<file path="src/rtl/disp_ref_window_gen.sv">
`default_nettype none
// ============================================================================
// Module  : disp_ref_window_gen
// Purpose : Builds the vref/href active-region windows and a frame-start pulse
//           from raw display syncs. Define REF_POS_EN to add x_pos/y_pos.
// Revision: 1.0
// ============================================================================
module disp_ref_window_gen #(
  parameter int CW = 12
) (
  input  logic          clk,
  input  logic          rst,
  input  logic          vsync,
  input  logic          hsync,
  input  logic [CW-1:0] vref_p1,
  input  logic [CW-1:0] vref_p2,
  input  logic [CW-1:0] href_p1,
  input  logic [CW-1:0] href_p2,
  output logic          vref,
  output logic          href,
  output logic          vsync_start
`ifdef REF_POS_EN
  ,
  output logic [CW-1:0] x_pos,
  output logic [CW-1:0] y_pos
`endif
);

  localparam logic [CW-1:0] c_cnt_max = '1;

  logic          vs_dly_q, vs_dly_d;
  logic          hs_dly_q, hs_dly_d;
  logic [CW-1:0] hcnt_q, hcnt_d;
  logic [CW-1:0] vcnt_q, vcnt_d;
  logic          href_q, href_d;
  logic          vref_q, vref_d;
  logic          vsync_start_q, vsync_start_d;

  logic w_vs_rise, w_vs_fall, w_hs_rise, w_hs_fall;
  logic w_href_in, w_vref_in;

  always_comb begin
    w_vs_rise = vsync & ~vs_dly_q;
    w_vs_fall = ~vsync & vs_dly_q;
    w_hs_rise = hsync & ~hs_dly_q;
    w_hs_fall = ~hsync & hs_dly_q;
  end

  // Counters saturate rather than wrap so a stalled sync cannot re-open a window.
  always_comb begin
    vs_dly_d = vsync;
    hs_dly_d = hsync;

    hcnt_d = hcnt_q;
    if (w_hs_fall) begin
      hcnt_d = '0;
    end else if (hcnt_q != c_cnt_max) begin
      hcnt_d = hcnt_q + 1'b1;
    end

    vcnt_d = vcnt_q;
    if (w_vs_fall) begin
      vcnt_d = '0;
    end else if (w_hs_rise && (vcnt_q != c_cnt_max)) begin
      vcnt_d = vcnt_q + 1'b1;
    end
  end

  // An empty or inverted bound pair (p2 <= p1) makes the window condition unsatisfiable.
  always_comb begin
    w_href_in     = (hcnt_q >= href_p1) && (hcnt_q < href_p2);
    w_vref_in     = (vcnt_q >= vref_p1) && (vcnt_q < vref_p2);
    href_d        = w_href_in;
    vref_d        = w_vref_in;
    vsync_start_d = w_vs_rise;
  end

  always_ff @(posedge clk or posedge rst) begin
    if (rst) begin
      vs_dly_q      <= 1'b0;
      hs_dly_q      <= 1'b0;
      hcnt_q        <= '0;
      vcnt_q        <= '0;
      href_q        <= 1'b0;
      vref_q        <= 1'b0;
      vsync_start_q <= 1'b0;
    end else begin
      vs_dly_q      <= vs_dly_d;
      hs_dly_q      <= hs_dly_d;
      hcnt_q        <= hcnt_d;
      vcnt_q        <= vcnt_d;
      href_q        <= href_d;
      vref_q        <= vref_d;
      vsync_start_q <= vsync_start_d;
    end
  end

  assign href        = href_q;
  assign vref        = vref_q;
  assign vsync_start = vsync_start_q;

`ifdef REF_POS_EN
  logic [CW-1:0] x_pos_q, x_pos_d;
  logic [CW-1:0] y_pos_q, y_pos_d;

  // Same compare stage as href/vref so positions line up with the window pixels.
  always_comb begin
    x_pos_d = '0;
    y_pos_d = '0;
    if (w_href_in) begin
      x_pos_d = hcnt_q - href_p1;
    end
    if (w_vref_in) begin
      y_pos_d = vcnt_q - vref_p1;
    end
  end

  always_ff @(posedge clk or posedge rst) begin
    if (rst) begin
      x_pos_q <= '0;
      y_pos_q <= '0;
    end else begin
      x_pos_q <= x_pos_d;
      y_pos_q <= y_pos_d;
    end
  end

  assign x_pos = x_pos_q;
  assign y_pos = y_pos_q;
`endif

endmodule
`default_nettype wire

</file>
<file path="config.mk">
export PLATFORM = sky130hd
export DESIGN_NAME = disp_ref_window_gen
export DESIGN_NICKNAME = d
export VERILOG_FILES = /design/src/rtl/disp_ref_window_gen.sv
export SDC_FILE = /design/constraint.sdc
export NUM_CORES = 1
export LEC_CHECK = 0
export ABC_AREA = 1
export CORE_ASPECT_RATIO = 0.6
export CORE_MARGIN = 8
export CORE_UTILIZATION = 35
export DETAILED_ROUTE_END_ITERATION = 16
export PLACE_DENSITY_LB_ADDON = 0.3
export SLEW_MARGIN = 20
export SYNTH_ARGS = -nofsm -noshare
export SYNTH_HDL_FRONTEND = slang
export SYNTH_SLANG_ARGS = --single-unit
</file>
<file path="constraint.sdc">
create_clock -name clk -period 1.7 [get_ports clk]
set_input_delay 0.34 -clock clk [delete_from_list [all_inputs] [get_ports clk]]
set_output_delay 0.34 -clock clk [all_outputs]
set_load 0.1 [all_outputs]
</file>
==> reports/metrics.yaml, run 1 <==
seq_area_frac_synth: 0.252
hold-path-cell-count: 1
ios: 55
wire_per_inst_um: 11.7
path_cells: "clkdlybuf4s50_1, inv_1, ha_1, nand2_1, nor2_1, inv_1, nor2_1, nand2_1, nand2_1, nor2_1"
max_freq_mhz: 647
hold_class: "flop to flop"
path_buf_inv: 3
h-tree-depth: 2
yosys_warnings: 0
worst_pin_slew_ns: 0.395
viasPerCell: 4.42
final_cell_mix: "127 x nand2_1, 88 x inv_1, 51 x clkdlybuf4s50_1"
grt_max_degree: 30
worstHoldStart: "vs_dly_q"
drt_pass1_iterations: 4
status: "completed"
antenna_left: 0
fin_nets: 588
end_kind: "flop"
ctsHoldBuffers: 0
p_sw_frac: 0.293
cts_root_buf: "clkbuf_16"
combPwrFrac: 0.266
vias: 2639
start_util: 0.363
port_buffers: 54
first_global_vias: 2466
drt_wl_total_mm: 7.01
first_iter_violations: 121
vdd_ir_drop_max_v: 0.000343
powerDensity_nw_per_um2: 590
max_cap_viol_count: 0
fillers: 770
ys_types: 26
setup_viol_count_final: 0
fin_crit_ns: 1.54
dp_hpwl_mm: 5.75
p_leak_nw: 2.13
diodes: 0
r2r_cells: 7
worstReg2RegEnd: "hcnt_q[9]"
regArea_um2: 726
switching_power_mw: 0.653
cpPeakStageDelay_ns: 0.45
power_frac_seq: 0.363
cts_tree: "done"
clkPwrFrac: 0.371
path_delay_family: "buffers and inverters"
rows: 25
critPathLaunchType: "input pin"
numClockSinks: 29
slowest_stage: "clkdlybuf4s50_1"
intPower_mw: 1.58
netlist_instances: 420
holdPathEnd: "vsync_start"
die_h_um: 86.2
grt_setup_unrepaired: "no"
crit_path_max_fanout: 2
ys_seq_elements: 29
clk_latency_ns: 0.27
grt_overflow: 0
grt_usage: 0.125
syn_area_um2: 2880
slew_viol_final: 0
worstSetupPathType: "input pin to flop"
cts_buffers: 5
grt_pass1_wl_mm: 11.7
dieArea_um2: 11500
drc_errors: 0
power_mw: 2.23
max_slew_margin: 0.737
worst-r2r-setup-slack_ns: 0.16
antenna_found_initial: 0
coreArea_um2: 7910
routabilityCongestion: 0.814
r2r-start: "hcnt_q[0]"
synth_nets: 520
postLayoutCoreUtil: 0.478
drive_gt1_frac: 0.0798
multi_input_area_um2: 1810
fin_cells: 597
clock_skew_ns: 0.00262
final_common_cell: "nand2_1"
avgSynthCellArea_um2: 6.85
arrival_ns: 1.71
clock_path_buffers: 2
required_ns: 1.86
dp.cells: 589
period_share: 0.908
cts.clk_slew.worst_paths_ns: 0.05
hold_viol: 0
area_growth_pct: 31.5
die_w_um: 133
[cell usage after synthesis (all sizes together)]
cell type	number	share of area
nand3	36	0.077
xor2	5	0.015
nor2	33	0.053
nand2	130	0.17
o21bai	1	0.0026
nand4	4	0.0087
xnor2	4	0.012
o21ai	7	0.012
nand3b	1	0.0026
buf	2	0.0057
a21o	3	0.0078
dfrtp	29	0.25
inv	90	0.12
nor3	3	0.0091
ha	48	0.21
or2	2	0.0044
a21oi	22	0.038
[sequential cells by signal (all words and copies together) (netlist names)]
register and flops:
vref 1, vcnt_q 12, hcnt_q 12, vs_dly_q 1
href 1, hs_dly_q 1, vsync_start 1
[worst max path at each step]
| stage | start | end | cells past startpoint |
|---|---|---|---|
| 2_1_floorplan | hcnt_q[1] | hcnt_q[10] | 7 |
| 3_3_place_gp | href_p1[11] | href | 9 |
| 3_5_place_dp | href_p1[11] | href | 9 |
| 4_1_cts | href_p1[11] | href | 9 |
| 5_1_grt | vcnt_q[1] | vcnt_q[6] | 8 |
| 6_report | vref_p2[11] | vref | 10 |
[power by group through the flow]
stage	Sequential, mW	Combinational [mW]	Clock (mW)
2_1_floorplan	0.823	0.331	0
3_3_place_gp	0.818	0.563	0
3_5_place_dp	0.820	0.588	0
4_1_cts	0.809	0.593	0.856
5_1_grt	0.818	0.678	0.879
6_report	0.810	0.593	0.827
[logic make-up after synthesis]
| group | after synthesis | synth area share |
|---|---|---|
| buffers and inverters | 92 | 0.123 |
| and+or+nand+nor | 209 | 0.327 |
| DFF | 29 | 0.252 |
| AOI/OAI and AO/OA | 33 | 0.0609 |
| adders and majority gates | 48 | 0.209 |
| xor gates and xnor gates | 9 | 0.0274 |
[stage by stage]
stage	worst slack [ns]	cell area, um2	hold WS [ns]	setup TNS (ns)
finish	0.156	3780	0.448	0
global route	0.0205	3780	0.491	0
floorplan	0.382	2880	0.371	0
CTS	0.0962	3770	0.446	0
global placement	-0.132	3630	0.437	-0.249
detailed placement	-0.181	3630	0.439	-0.320
[worst register-to-register path: stages (launching register included)]
cell	delay (ns)
dfrtp_1	0.43
ha_1	0.29
nand2_2	0.10
nor2_4	0.20
nand3_4	0.16
nor2_4	0.15
inv_2	0.08
nand2_1	0.07
[final cells by class]
class	instances	share of cell area
Tap cell	108	0.0357
Inverter	90	0.0894
Sequential cell	29	0.192
Multi-Input combinational cell	299	0.478
Clock buffer	8	0.0361
Timing Repair Buffer	63	0.169
[what timing repair did]
item / 4_1_cts / 5_1_grt
buffers inserted: 0 / 0
resized for setup: 0 / 3
setup endpoints to repair: 0 / 3
[layer usage]
metal	part of all wire	vias up	global-route usage
met4	0.0063	0	0.0338
met5	0	-	0
met2	0.40	42	0.187
met1	0.54	1141	0.176
met3	0.047	7	0.0294
li1	-	1449	-
Power figures use the tool's default switching activity.
==> run 2, diff against run 1 <==
- MAX_ROUTING_LAYER: not set -> met4
==> reports/metrics.yaml, run 2 (synthesis gave the netlist of run 1 again) <==
antenna_found_initial: 0
clk_latency_ns: 0.27
drt_pass1_iterations: 4
drc_errors: 0
first_global_vias: 2465
antenna_left: 0
die_h_um: 86.2
ctsHoldBuffers: 0
vias: 2640
cpPeakStageDelay_ns: 0.45
fillers: 770
end_kind: "flop"
numClockSinks: 29
max_freq_mhz: 647
postLayoutCoreUtil: 0.478
diodes: 0
path_delay_family: "buffers and inverters"
slew_viol_final: 0
drt_wl_total_mm: 7.01
drive_gt1_frac: 0.0798
grt_usage: 0.129
required_ns: 1.86
p_leak_nw: 2.13
r2r_cells: 7
hold_slack_ns: 0.448
wire_per_inst_um: 11.7
top_regs: "hcnt_q (12), vcnt_q (12)"
dp_hpwl_mm: 5.75
clock_skew_ns: 0.00266
viasPerCell: 4.42
grt_overflow: 0
rows: 25
cts_tree: "done"
fin_cells: 597
port_buffers: 54
cp.depth: 10
ios: 55
setup_viol_count_final: 0
hold-path-cell-count: 1
first_iter_violations: 119
crit_path_max_fanout: 2
dieArea_um2: 11500
max_slew_margin: 0.737
cts.clk_slew.worst_paths_ns: 0.05
worstSetupPathType: "input pin to flop"
period_share: 0.909
cts_buffers: 5
die_w_um: 133
area_growth_pct: 31.5
routabilityCongestion: 0.826
grt_setup_unrepaired: "no"
dp.cells: 589
powerDensity_nw_per_um2: 590
fin_nets: 588
final_cell_mix: "127 x nand2_1, 88 x inv_1, 51 x clkdlybuf4s50_1"
hold_class: "flop to flop"
path_buf_inv: 3
grt_pass1_wl_mm: 11.7
start_util: 0.363
status: "completed"
critPathLaunchType: "input pin"
grt_max_degree: 30
final_common_cell: "nand2_1"
slowest_stage: "clkdlybuf4s50_1"
fin_crit_ns: 1.54
hold_viol: 0
cts_root_buf: "clkbuf_16"
vdd_ir_drop_max_v: 0.000343
clock_path_buffers: 2
h-tree-depth: 2
coreArea_um2: 7910
worst_pin_slew_ns: 0.395
arrival_ns: 1.71
max_cap_viol_count: 0
path_cells: "clkdlybuf4s50_1, inv_1, ha_1, nand2_1, nor2_1, inv_1, nor2_1, nand2_1, nand2_1, nor2_1"
==> run 2: cell counts in the layout (fill, tap and decap cells not counted) <==
No cell type changed its count.
==> run 2: timing repair <==
action	4_1_cts	5_1_grt
setup buffers	0	0
gates resized for setup	0	3
endpoints found under the setup margin	0	3
endpoints found under the hold margin	0	0
==> run 2: final cells by class <==
cell class	count	area, um2	share of cell area
multi-input cells	299	1810	0.478
clock buffers	8	136	0.0361
repair buffers	63	638	0.169
flip-flops and latches	29	726	0.192
inverters	90	338	0.0894
well taps	108	135	0.0357
==> run 2: routing by layer <==
| layer | vias to the layer above | share of wire | global-route usage |
|---|---|---|---|
| li1 | 1449 | - | - |
| met4 | 0 | 0.0054 | 0.0338 |
| met5 | - | 0 | - |
| met2 | 44 | 0.40 | 0.187 |
| met3 | 7 | 0.047 | 0.0289 |
| met1 | 1140 | 0.54 | 0.176 |
==> run 2: path summary, 6_finish.rpt <==
check	slack (ns)	startpoint	end
worst max-delay path	0.16	vref_p2[11]	vref
worst min-delay path	0.45	vs_dly_q	vsync_start
worst max register to register	0.16	hcnt_q[0]	hcnt_q[9]
worst min register to register	0.45	vs_dly_q	vsync_start
max in group asynchronous	0.95	rst	hcnt_q[9]
min in group asynchronous	0.46	rst	hcnt_q[8]
==> run 2: report_power, final <==
group	total, mW	internal (mW)	switching (mW)	leakage [nW]
sequential	0.810	0.737	0.0726	0.393
combinational	0.593	0.297	0.296	1.67
clock	0.827	0.542	0.284	0.0652
total	2.23	1.58	0.653	2.13
==> run 2: stage by stage <==
step	area, um2	TNS (ns)	power [mW]	setup slack (ns)
2_1_floorplan	2880	0	1.15	0.382
3_3_place_gp	3630	-0.249	1.38	-0.132
3_5_place_dp	3630	-0.320	1.41	-0.181
4_1_cts	3770	0	2.26	0.0962
5_1_grt	3780	0	2.38	0.0206
6_report	3780	0	2.23	0.155
